<file path="config.mk">
export PLATFORM = sky130hd
export DESIGN_NAME = mem_bus_arbiter_flat
export DESIGN_NICKNAME = d
export VERILOG_FILES = /design/src/rtl/mem_bus_pkg.sv /design/src/rtl/mem_bus_arbiter_if.sv /design/src/rtl/mem_hs_beat.sv /design/src/rtl/mem_bus_arbiter.sv /design/src/flat_wrapper.sv
export SDC_FILE = /design/constraint.sdc
export NUM_CORES = 1
export LEC_CHECK = 0
export CORE_MARGIN = 10
export CORE_UTILIZATION = 46
export DETAILED_ROUTE_END_ITERATION = 8
export PLACE_DENSITY = 0.87
export SYNTH_ARGS = -nofsm -noshare
export SYNTH_HDL_FRONTEND = slang
export SYNTH_SLANG_ARGS = --single-unit
</file>
<file path="constraint.sdc">
create_clock -name clk -period 5.05 [get_ports clk]
set_clock_uncertainty 0.1 [all_clocks]
set_input_delay 1.2625 -clock clk [delete_from_list [all_inputs] [get_ports clk]]
set_output_delay 1.2625 -clock clk [all_outputs]
set_load 0.005 [all_outputs]
</file>
<file path="src/rtl/mem_bus_pkg.sv">
// rtl/mem_bus_pkg.sv - shared types and constants for the memory bus arbiter
package mem_bus_pkg;

  typedef enum logic [1:0] {
    IDLE    = 2'd0,
    ADDR_LO = 2'd1,
    ADDR_HI = 2'd2,
    DATA    = 2'd3
  } phase_t;

  typedef enum logic {
    WAIT_LOW = 1'b0,
    DRIVE    = 1'b1
  } beat_t;

  localparam logic [7:0] OE_ALL  = 8'hFF;
  localparam logic [7:0] OE_NONE = 8'h00;

endpackage

</file>
<file path="src/rtl/mem_bus_arbiter_if.sv">
// rtl/mem_bus_arbiter_if.sv - pin-side byte bus, toggle handshake and status signals
interface mem_bus_arbiter_if;
  logic [7:0] bus_in;
  logic [7:0] bus_out;
  logic [7:0] bus_oe;
  logic       hs_in;
  logic       hs_out;
  logic       bus_rd;
  logic       bus_wr;
  logic       bus_owner;

  modport master (
    input  bus_in, hs_in,
    output bus_out, bus_oe, hs_out, bus_rd, bus_wr, bus_owner
  );

  modport slave (
    output bus_in, hs_in,
    input  bus_out, bus_oe, hs_out, bus_rd, bus_wr, bus_owner
  );
endinterface

</file>
<file path="src/rtl/mem_hs_beat.sv">
// rtl/mem_hs_beat.sv - one handshake beat engine; MEM_BUS_HS_SYNC_EN adds a 2-flop hs_in synchroniser
module mem_hs_beat
  import mem_bus_pkg::*;
(
  input  logic clk,
  input  logic rst_n,
  input  logic start,
  input  logic hs_in,
  output logic hs_out,
  output logic beat_done
);

  beat_t state_q, state_d;
  logic  hs_s;

`ifdef MEM_BUS_HS_SYNC_EN
  logic [1:0] sync_q;

  // Resets high so a partner still asserting after reset is not seen as low.
  always_ff @(posedge clk or negedge rst_n) begin
    if (!rst_n) sync_q <= 2'b11;
    else        sync_q <= {sync_q[0], hs_in};
  end

  assign hs_s = sync_q[1];
`else
  assign hs_s = hs_in;
`endif

  always_ff @(posedge clk or negedge rst_n) begin
    if (!rst_n) state_q <= WAIT_LOW;
    else        state_q <= state_d;
  end

  always_comb begin
    state_d = state_q;
    case (state_q)
      WAIT_LOW: if (start && !hs_s) state_d = DRIVE;
      DRIVE:    if (hs_s)           state_d = WAIT_LOW;
      default:                      state_d = WAIT_LOW;
    endcase
  end

  // hs_out is the DRIVE flop itself, so the pin is glitch-free.
  always_comb begin
    hs_out    = (state_q == DRIVE);
    beat_done = start && (state_q == DRIVE) && hs_s;
  end

endmodule

</file>
<file path="src/rtl/mem_bus_arbiter.sv">
// rtl/mem_bus_arbiter.sv - round-robin arbiter sequencing two requesters onto the byte-wide memory port
module mem_bus_arbiter
  import mem_bus_pkg::*;
#(
  parameter int ADDR_W = 16,
  parameter int DATA_W = 8
) (
  input  logic              clk,
  input  logic              rst_n,
  input  logic              m0_read,
  input  logic              m0_write,
  input  logic [ADDR_W-1:0] m0_addr,
  input  logic [DATA_W-1:0] m0_wdata,
  output logic [DATA_W-1:0] m0_rdata,
  output logic              m0_done,
  input  logic              m1_read,
  input  logic              m1_write,
  input  logic [ADDR_W-1:0] m1_addr,
  input  logic [DATA_W-1:0] m1_wdata,
  output logic [DATA_W-1:0] m1_rdata,
  output logic              m1_done,
  mem_bus_arbiter_if.master bus
);

  phase_t            state_q, state_d;
  logic              owner_q, wr_q, last_grant_q;
  logic [ADDR_W-1:0] addr_q;
  logic [DATA_W-1:0] wdata_q, rdata0_q, rdata1_q;
  logic [1:0]        done_q;
  logic              bus_rd_q, bus_wr_q;

  logic              req0, req1, gnt_valid, gnt_port, gnt_wr;
  logic              beat_start, beat_done, hs_out;
  logic [7:0]        bus_out_d, bus_oe_d;

  // A port still showing its done pulse is not a fresh request.
  assign req0      = (m0_read || m0_write) && !done_q[0];
  assign req1      = (m1_read || m1_write) && !done_q[1];
  assign gnt_valid = req0 || req1;

  always_comb begin
    gnt_port = req1;
    if (req0 && req1) gnt_port = !last_grant_q;
    gnt_wr = gnt_port ? m1_write : m0_write;
  end

  assign beat_start = (state_q != IDLE);

  mem_hs_beat u_beat (
    .clk       (clk),
    .rst_n     (rst_n),
    .start     (beat_start),
    .hs_in     (bus.hs_in),
    .hs_out    (hs_out),
    .beat_done (beat_done)
  );

  always_ff @(posedge clk or negedge rst_n) begin
    if (!rst_n) state_q <= IDLE;
    else        state_q <= state_d;
  end

  always_comb begin
    state_d = state_q;
    case (state_q)
      IDLE:    if (gnt_valid) state_d = ADDR_LO;
      ADDR_LO: if (beat_done) state_d = ADDR_HI;
      ADDR_HI: if (beat_done) state_d = DATA;
      DATA:    if (beat_done) state_d = IDLE;
      default:                state_d = IDLE;
    endcase
  end

  always_comb begin
    bus_oe_d  = OE_NONE;
    bus_out_d = 8'h00;
    case (state_q)
      ADDR_LO: begin bus_oe_d = OE_ALL; bus_out_d = addr_q[7:0];  end
      ADDR_HI: begin bus_oe_d = OE_ALL; bus_out_d = addr_q[15:8]; end
      DATA:    if (wr_q) begin bus_oe_d = OE_ALL; bus_out_d = wdata_q; end
      default: ;
    endcase
  end

  always_ff @(posedge clk or negedge rst_n) begin
    if (!rst_n) begin
      owner_q      <= 1'b0;
      wr_q         <= 1'b0;
      addr_q       <= '0;
      wdata_q      <= '0;
      rdata0_q     <= '0;
      rdata1_q     <= '0;
      done_q       <= 2'b00;
      bus_rd_q     <= 1'b0;
      bus_wr_q     <= 1'b0;
      last_grant_q <= 1'b1;
    end else begin
      done_q <= 2'b00;
      if (state_q == IDLE && gnt_valid) begin
        owner_q  <= gnt_port;
        wr_q     <= gnt_wr;
        addr_q   <= gnt_port ? m1_addr  : m0_addr;
        wdata_q  <= gnt_port ? m1_wdata : m0_wdata;
        bus_rd_q <= !gnt_wr;
        bus_wr_q <= gnt_wr;
      end
      if (state_q == DATA && beat_done) begin
        if (!wr_q) begin
          if (owner_q) rdata1_q <= bus.bus_in;
          else         rdata0_q <= bus.bus_in;
        end
        done_q[owner_q] <= 1'b1;
        last_grant_q    <= owner_q;
        bus_rd_q        <= 1'b0;
        bus_wr_q        <= 1'b0;
      end
    end
  end

  assign m0_rdata      = rdata0_q;
  assign m1_rdata      = rdata1_q;
  assign m0_done       = done_q[0];
  assign m1_done       = done_q[1];
  assign bus.bus_out   = bus_out_d;
  assign bus.bus_oe    = bus_oe_d;
  assign bus.hs_out    = hs_out;
  assign bus.bus_rd    = bus_rd_q;
  assign bus.bus_wr    = bus_wr_q;
  assign bus.bus_owner = owner_q;

endmodule

</file>
<file path="src/flat_wrapper.sv">
// flat-port wrapper written by rule: the top's interface ports become plain ports
module mem_bus_arbiter_flat import mem_bus_pkg::*;
#(
  parameter int ADDR_W = 16,
  parameter int DATA_W = 8
)
  (clk, rst_n, m0_read, m0_write, m0_addr, m0_wdata, m0_rdata, m0_done, m1_read, m1_write, m1_addr, m1_wdata, m1_rdata, m1_done, bus_bus_in, bus_hs_in, bus_bus_out, bus_bus_oe, bus_hs_out, bus_bus_rd, bus_bus_wr, bus_bus_owner);
  mem_bus_arbiter_if bus_i ();
  input  logic clk;
  input  logic rst_n;
  input  logic m0_read;
  input  logic m0_write;
  input  logic [ADDR_W-1:0] m0_addr;
  input  logic [DATA_W-1:0] m0_wdata;
  output logic [DATA_W-1:0] m0_rdata;
  output logic m0_done;
  input  logic m1_read;
  input  logic m1_write;
  input  logic [ADDR_W-1:0] m1_addr;
  input  logic [DATA_W-1:0] m1_wdata;
  output logic [DATA_W-1:0] m1_rdata;
  output logic m1_done;
  input wire logic [$bits(bus_i.bus_in)-1:0] bus_bus_in;
  input wire logic [$bits(bus_i.hs_in)-1:0] bus_hs_in;
  output wire logic [$bits(bus_i.bus_out)-1:0] bus_bus_out;
  output wire logic [$bits(bus_i.bus_oe)-1:0] bus_bus_oe;
  output wire logic [$bits(bus_i.hs_out)-1:0] bus_hs_out;
  output wire logic [$bits(bus_i.bus_rd)-1:0] bus_bus_rd;
  output wire logic [$bits(bus_i.bus_wr)-1:0] bus_bus_wr;
  output wire logic [$bits(bus_i.bus_owner)-1:0] bus_bus_owner;
  assign bus_i.bus_in = bus_bus_in;
  assign bus_i.hs_in = bus_hs_in;
  assign bus_bus_out = bus_i.bus_out;
  assign bus_bus_oe = bus_i.bus_oe;
  assign bus_hs_out = bus_i.hs_out;
  assign bus_bus_rd = bus_i.bus_rd;
  assign bus_bus_wr = bus_i.bus_wr;
  assign bus_bus_owner = bus_i.bus_owner;
  mem_bus_arbiter #(.ADDR_W(ADDR_W), .DATA_W(DATA_W)) u_core (.clk(clk), .rst_n(rst_n), .m0_read(m0_read), .m0_write(m0_write), .m0_addr(m0_addr), .m0_wdata(m0_wdata), .m0_rdata(m0_rdata), .m0_done(m0_done), .m1_read(m1_read), .m1_write(m1_write), .m1_addr(m1_addr), .m1_wdata(m1_wdata), .m1_rdata(m1_rdata), .m1_done(m1_done), .bus(bus_i));
endmodule
</file>
==> results of run 1 <==
## flip-flops by register name (all words and copies together), names as in the netlist
| name | flops |
|---|---|
| u_core.addr_q | 16 |
| u_core.bus.bus_owner | 1 |
| u_core.bus.bus_rd | 1 |
| u_core.bus.bus_wr | 1 |
| u_core.done_q | 2 |
| u_core.last_grant_q | 1 |
| u_core.m0_rdata | 8 |
| u_core.m1_rdata | 8 |
| u_core.state_q | 2 |
| u_core.u_beat.hs_out | 1 |
| u_core.wdata_q | 8 |
| u_core.wr_q | 1 |
## cell families after synthesis
logic type / after synthesis / synth area share, %
multiplexers: 43 / 18.4
adder cells (fa/ha/maj): 5 / 2.54
AND/OR/NAND/NOR: 46 / 9.14
flip-flops: 50 / 50.8
AO/OA/AOI/OAI: 45 / 12.2
buffers and inverters: 26 / 6.91
## tightest hold or removal path: cells and delay by family (launching register included)
family           cells  cell delay (ps)
flip-flops           1              390
AND/OR/NAND/NOR      2              100
## routing by layer
metal	track usage, %	vias up	share of wire (%)
met5	0	-	0
met4	7.07	0	3.0
met3	5.12	13	7.7
met2	26.9	77	51
met1	16.0	938	38
li1	-	926	-
## cell usage in the layout (no fill, tap or decap), types with 2 or more instances in the layout
cell             Yosys  final
a21oi_1             27     27
a222oi_1             8      8
clkbuf_1             6      2
clkbuf_8             0      5
clkdlybuf4s50_1      0     99
dfrtp_1             49     49
ha_1                 5      5
inv_1                6      6
mux2_2              18     18
mux2i_1             25     25
nand2_1              3      3
nor2_1              36     36
o21a_1               3      3
o21ba_2              2      2
## area by class of cell
cell class | count | area [um^2]
clock buffer | 7 | 76.3
fill | 431 | 1650
inverter | 6 | 22.5
multi-input combinational | 139 | 1050
sequential | 50 | 1250
tap | 70 | 87.6
timing repair buffer | 101 | 1000
## metrics by stage
step	total power (W)	cell area [um^2]	worst slack [ps]
2_1_floorplan	0.00133	2460	2160
3_3_place_gp	0.00175	3410	1640
3_5_place_dp	0.00179	3410	1550
4_1_cts	0.00201	3490	1220
5_1_grt	0.00215	3490	1090
6_report	0.00199	3490	1250
## power by group
| group | internal (W) | total (W) | switching [W] |
|---|---|---|---|
| combinational | 0.000612 | 0.00109 | 0.000476 |
| clock | 0.0000956 | 0.000217 | 0.000122 |
| sequential | 0.000575 | 0.000688 | 0.000113 |
| total | 0.00128 | 0.00199 | 0.000711 |
## worst paths after layout
check / start / endpoint / slack, ps
setup / recovery: u_core.state_q[1]$_DFFE_PN0P_ / bus_bus_oe[6] / 1250
hold / removal: u_core.last_grant_q$_DFFE_PN1P_ / u_core.last_grant_q$_DFFE_PN1P_ / 390
setup reg to reg: u_core.state_q[0]$_DFFE_PN0P_ / u_core.addr_q[10]$_DFFE_PN0P_ / 2650
hold reg to reg: u_core.last_grant_q$_DFFE_PN1P_ / u_core.last_grant_q$_DFFE_PN1P_ / 390
max in group asynchronous: rst_n / u_core.wr_q$_DFFE_PN0P_ / 3120
min in group asynchronous: rst_n / u_core.m1_rdata[2]$_DFFE_PN0P_ / 1060
==> key figures, run 1 <==
Clock tree
  • Hold_buf cts: 0
  • CTS buffer count: 5
  • Clk root buf: clkbuf_8
  • Clock tree buffer depth: 2
  • TritonCTS clock tree: done
  • Post-cts sizing count: 0
  • Clk_lat worst skew: 300 ps
  • Reg clk slew, reported paths: 80 ps
  • Sink Count: 50
  • CTS H-tree depth: 2
  • Post-CTS Setup Bufs: 0

STA
  • Hold Slack: 390 ps
  • Final setup vio count: 0
  • Fin. Hold Viols: 0
  • Final TNS setup: 0 ps
  • Worst slew pin tran: 1090 ps
  • Rel. slew slack: 27.1%
  • Final Cycle Share: 75.3%
  • Final slew viol count: 0
  • Fin crit period: 3800 ps
  • Fmax: 263 MHz
  • RSZ-0062 raised after global routing: no

Layout
  • Finished Core Util: 67.9%
  • Diode count: 0
  • Layout cells sized above 1: 10.6%
  • Area Overhead vs Synth: 41.7%
  • Final net count: 371
  • Post-Layout Cell Count: 373

Setup path
  • Max incr delay on CP: 600 ps
  • Critical path type: reg -> out
  • CP max-delay cell: clkdlybuf4s50_1
  • CP max FO: 9
  • Buf/Inv on CP: 1
  • Delay-heaviest family, CP: simple AND/OR/NAND/NOR gates
  • Critical Path RT: 3690 ps
  • Reg2reg path depth: 6
  • Critical Path Stages: 5
  • Setup crit start kind: register
  • Critical path arrival: 2440 ps
  • CP endpoint kind: output port
  • Critical-path cell list: ha_1 -> and2_1 -> nor2_1 -> nor2_1 -> clkdlybuf4s50_1
  • Critical path's most frequent cell: nor2_1

GRT
  • First-pass GRT wire length: 10500 um
  • Total gr overflow: 0
  • Vias in the first global route: 2166
  • GRT Overall Usage: 15.2%
  • Pin count of the biggest net entering global routing: 51
  • Initial antenna violation count: 0

Die
  • Die area: 0.00868 mm^2
  • # IOs: 101
  • Die span in y: 93.2 um
  • Die W: 93.2 um
  • Initial core utilization: 47.9%
  • Placement Rows: 26
  • Core area: 0.00514 mm^2

Logic synthesis
  • Synth Instances: 215
  • FFs w/ async S/R, synth: 100%
  • Most frequent cells after synthesis: 49 x dfrtp_1, 36 x nor2_1, 27 x a21oi_1, 25 x mux2i_1, 18 x mux2_2
  • Register bit total from synthesis: 50
  • Top cell type's share of synthesized area: 49.8%
  • Syn_area_per_cell: 11.5 um^2
  • Register area share after synthesis: 50.8%
  • Cell taking the most area after synthesis: dfrtp_1
  • Synthesis Warnings: 0
  • Synthesized Nets: 283
  • Top_reg_cell synth: dfrtp_1
  • Number of enable flip-flop cells after synthesis: 0
  • Synth unique cells: 30
  • Post-Syn Area: 0.00246 mm^2
  • Most common cell in the netlist: dfrtp_1
  • Synth area leaders: dfrtp_1 50%, mux2i_1 10%, mux2_2 8.2%, a21oi_1 5.5%, nor2_1 5.5%

Placement
  • Dpl cells: 366
  • Port Buffers: 100
  • Dpl hpwl: 5070 um
  • Final Wtd Congestion: 0.774

Detailed routing
  • Via total after detailed routing: 1954
  • Routed WL: 6560 um
  • DRT antenna net count: 0
  • Pre-antenna DRT Iters: 5
  • Vias per cell: 5.24
  • Routed WL per cell: 17.6 um
  • Drt drc: 0
  • Initial DRC Count: 164

Worst hold path
  • Hold crit path type: reg -> reg
  • Hold depth: 2

Power
  • IR drop worst, VDD: 0.000262 V
  • Power per cell area: 571 mW/mm^2
  • Leak: 1.55 nW

Job
  • Max-Cap Viols: 0

Outcome
  • Status: complete, no violations
(Power assumes the default switching activity.)
==> inputs of run 2 (changes only) <==
--- a/config.mk
+++ b/config.mk
@@ -6,9 +6,9 @@
 export NUM_CORES = 1
 export LEC_CHECK = 0
 export CORE_MARGIN = 10
-export CORE_UTILIZATION = 46
+export CORE_UTILIZATION = 43
 export DETAILED_ROUTE_END_ITERATION = 8
-export PLACE_DENSITY = 0.87
+export PLACE_DENSITY = 0.82
 export SYNTH_ARGS = -nofsm -noshare
 export SYNTH_HDL_FRONTEND = slang
 export SYNTH_SLANG_ARGS = --single-unit
==> constraint.sdc (replaced) <==
create_clock -name clk -period 3.9 [get_ports clk]
set_clock_uncertainty 0.1 [all_clocks]
set_input_delay 0.975 -clock clk [delete_from_list [all_inputs] [get_ports clk]]
set_output_delay 0.975 -clock clk [all_outputs]
set_load 0.005 [all_outputs]
==> key figures, run 2 (synthesis gave the netlist of run 1 again) <==
STA
  • Final slew viol count: 0
  • Fmax: 288 MHz
  • Fin. Hold Viols: 0
  • Worst slew pin tran: 1070 ps
  • Rel. slew slack: 28.5%
  • Final TNS setup: 0 ps
  • Final Cycle Share: 89.1%
  • Final setup vio count: 0
  • Final setup margin: 425 ps
  • RSZ-0062 raised after global routing: no
  • Fin crit period: 3480 ps

Layout
  • Commonest non-fill, non-tap cell in the layout: clkdlybuf4s50_1
  • Largest Register: u_core.addr_q
  • Area Overhead vs Synth: 45.4%
  • Diode count: 0
  • Final net count: 372
  • Max reg flops: 16
  • Most frequent cells in the layout: 99 x clkdlybuf4s50_1, 49 x dfrtp_1, 36 x nor2_1
  • Layout cells sized above 1: 12.1%

Setup path
  • R2R setup slack: 1780 ps
  • Setup crit start kind: register
  • Buf/Inv on CP: 1
  • Reg-to-Reg Start: u_core.state_q[0]$_DFFE_PN0P_
  • Critical Path RT: 2820 ps
  • CP endpoint kind: output port
  • Critical path type: reg -> out
  • Critical path's most frequent cell: nor2_1
  • Critical Path Stages: 5
  • Critical path arrival: 2400 ps
  • CP max-delay cell: clkdlybuf4s50_1
  • Delay-heaviest family, CP: simple AND/OR/NAND/NOR gates
  • Critical-path cell list: ha_1 -> and2_1 -> nor2_1 -> nor2_1 -> clkdlybuf4s50_1
  • Worst setup path start: u_core.state_q[1]$_DFFE_PN0P_
  • R2r endpoint: u_core.wdata_q[2]$_DFFE_PN0P_
  • CP max FO: 9
  • Max incr delay on CP: 590 ps
  • Reg2reg path depth: 6

Clock tree
  • Reg clk slew, reported paths: 90 ps
  • TritonCTS clock tree: done
  • Clk_lat worst skew: 300 ps
  • Post-cts sizing count: 0
  • Clk root buf: clkbuf_8
  • Hold_buf cts: 0
  • CTS H-tree depth: 2
  • CTS buffer count: 5
  • Post-CTS Setup Bufs: 0
  • Sink Count: 50
  • Clock tree buffer depth: 2

Detailed routing
  • Routed WL: 6590 um
  • Drt drc: 0
  • DRT antenna net count: 0
  • Routed WL per cell: 17.5 um
  • Pre-antenna DRT Iters: 4
  • Initial DRC Count: 117
  • Vias per cell: 5.12
  • Via total after detailed routing: 1932

Placement
  • Dpl hpwl: 5020 um
  • Port Buffers: 100
  • Pre-CTS setup slack: 779 ps
  • Final Wtd Congestion: 0.786

GRT
  • Pin count of the biggest net entering global routing: 51
  • First-pass GRT wire length: 10300 um
  • Vias in the first global route: 2072
  • GRT Overall Usage: 14.4%
  • Total gr overflow: 0
  • Initial antenna violation count: 0

Die
  • Core area: 0.00554 mm^2
  • Die W: 95.7 um
  • Placement Rows: 27
  • Initial core utilization: 44.5%
  • Die area: 0.00916 mm^2
  • # IOs: 101
  • Die span in y: 95.7 um

Worst hold path
  • Hold path endpoint: u_core.last_grant_q$_DFFE_PN1P_
  • Hold_sp: u_core.last_grant_q$_DFFE_PN1P_
  • Hold depth: 2
  • Hold crit path type: reg -> reg

Power
  • Clock Power Share: 15.9%
  • P_int: 0.00182 W
  • IR drop worst, VDD: 0.000446 V
  • Switching power: 0.000932 W
  • Combinational power share: 51.6%
  • Power per cell area: 769 mW/mm^2
  • Net Sw Frac: 33.8%
  • Flop pwr share: 32.5%
  • Leak: 1.60 nW

Outcome
  • Status: complete, no violations

Job
  • Max-Cap Viols: 0
==> run 2: worst max path at each step <==
stage | endpoint
after floorplan | bus_bus_oe[1]
after global placement | bus_bus_oe[0]
after detailed placement | bus_bus_oe[4]
after CTS | bus_bus_oe[4]
after global routing | bus_bus_oe[2]
final | bus_bus_oe[7]
==> run 2: worst register-to-register path, cell delays in order, from the launching register on <==
cell     delay [ps]
dfrtp_1         410
inv_1           160
ha_1            300
o21a_2          480
buf_4           380
nor2_1           80
a21oi_1         130
==> run 2: stage by stage <==
stage	power (W)	std cells	util, %	hold WS [ps]	area [um^2]
2_1_floorplan	0.00172	215	-	353	2460
3_3_place_gp	0.00228	369	62.1	379	3440
3_5_place_dp	0.00233	369	62.1	384	3440
4_1_cts	0.00278	377	64.6	397	3580
5_1_grt	0.00295	377	64.6	424	3580
6_report	0.00275	377	64.6	399	3580
==> run 2: power groups by stage <==
stage	Combinational (W)	Clock (W)	Sequential, W
after global routing	0.00156	0.000471	0.000917
after CTS	0.00144	0.000447	0.000891
final	0.00142	0.000439	0.000894
after detailed placement	0.00143	0	0.000897
after global placement	0.00139	0	0.000885
after floorplan	0.000854	0	0.000870
==> run 2: layout make-up <==
class                      count  area, um^2
fill                         475        1960
sequential                    50        1250
multi-input combinational    139        1050
timing repair buffer         102        1020
tap                           72        90.1
clock buffer                   6        82.6
clock inverter                 2        60.1
inverter                       6        22.5
==> run 2: routing by layer <==
layer / wire length (um) / track usage (%) / vias to the layer above
met4: 75 / 5.16 / 0
met3: 465 / 3.89 / 4
met2: 3440 / 25.6 / 65
met1: 2610 / 16.2 / 937
li1: - / - / 926
met5: 0 / 0 / -
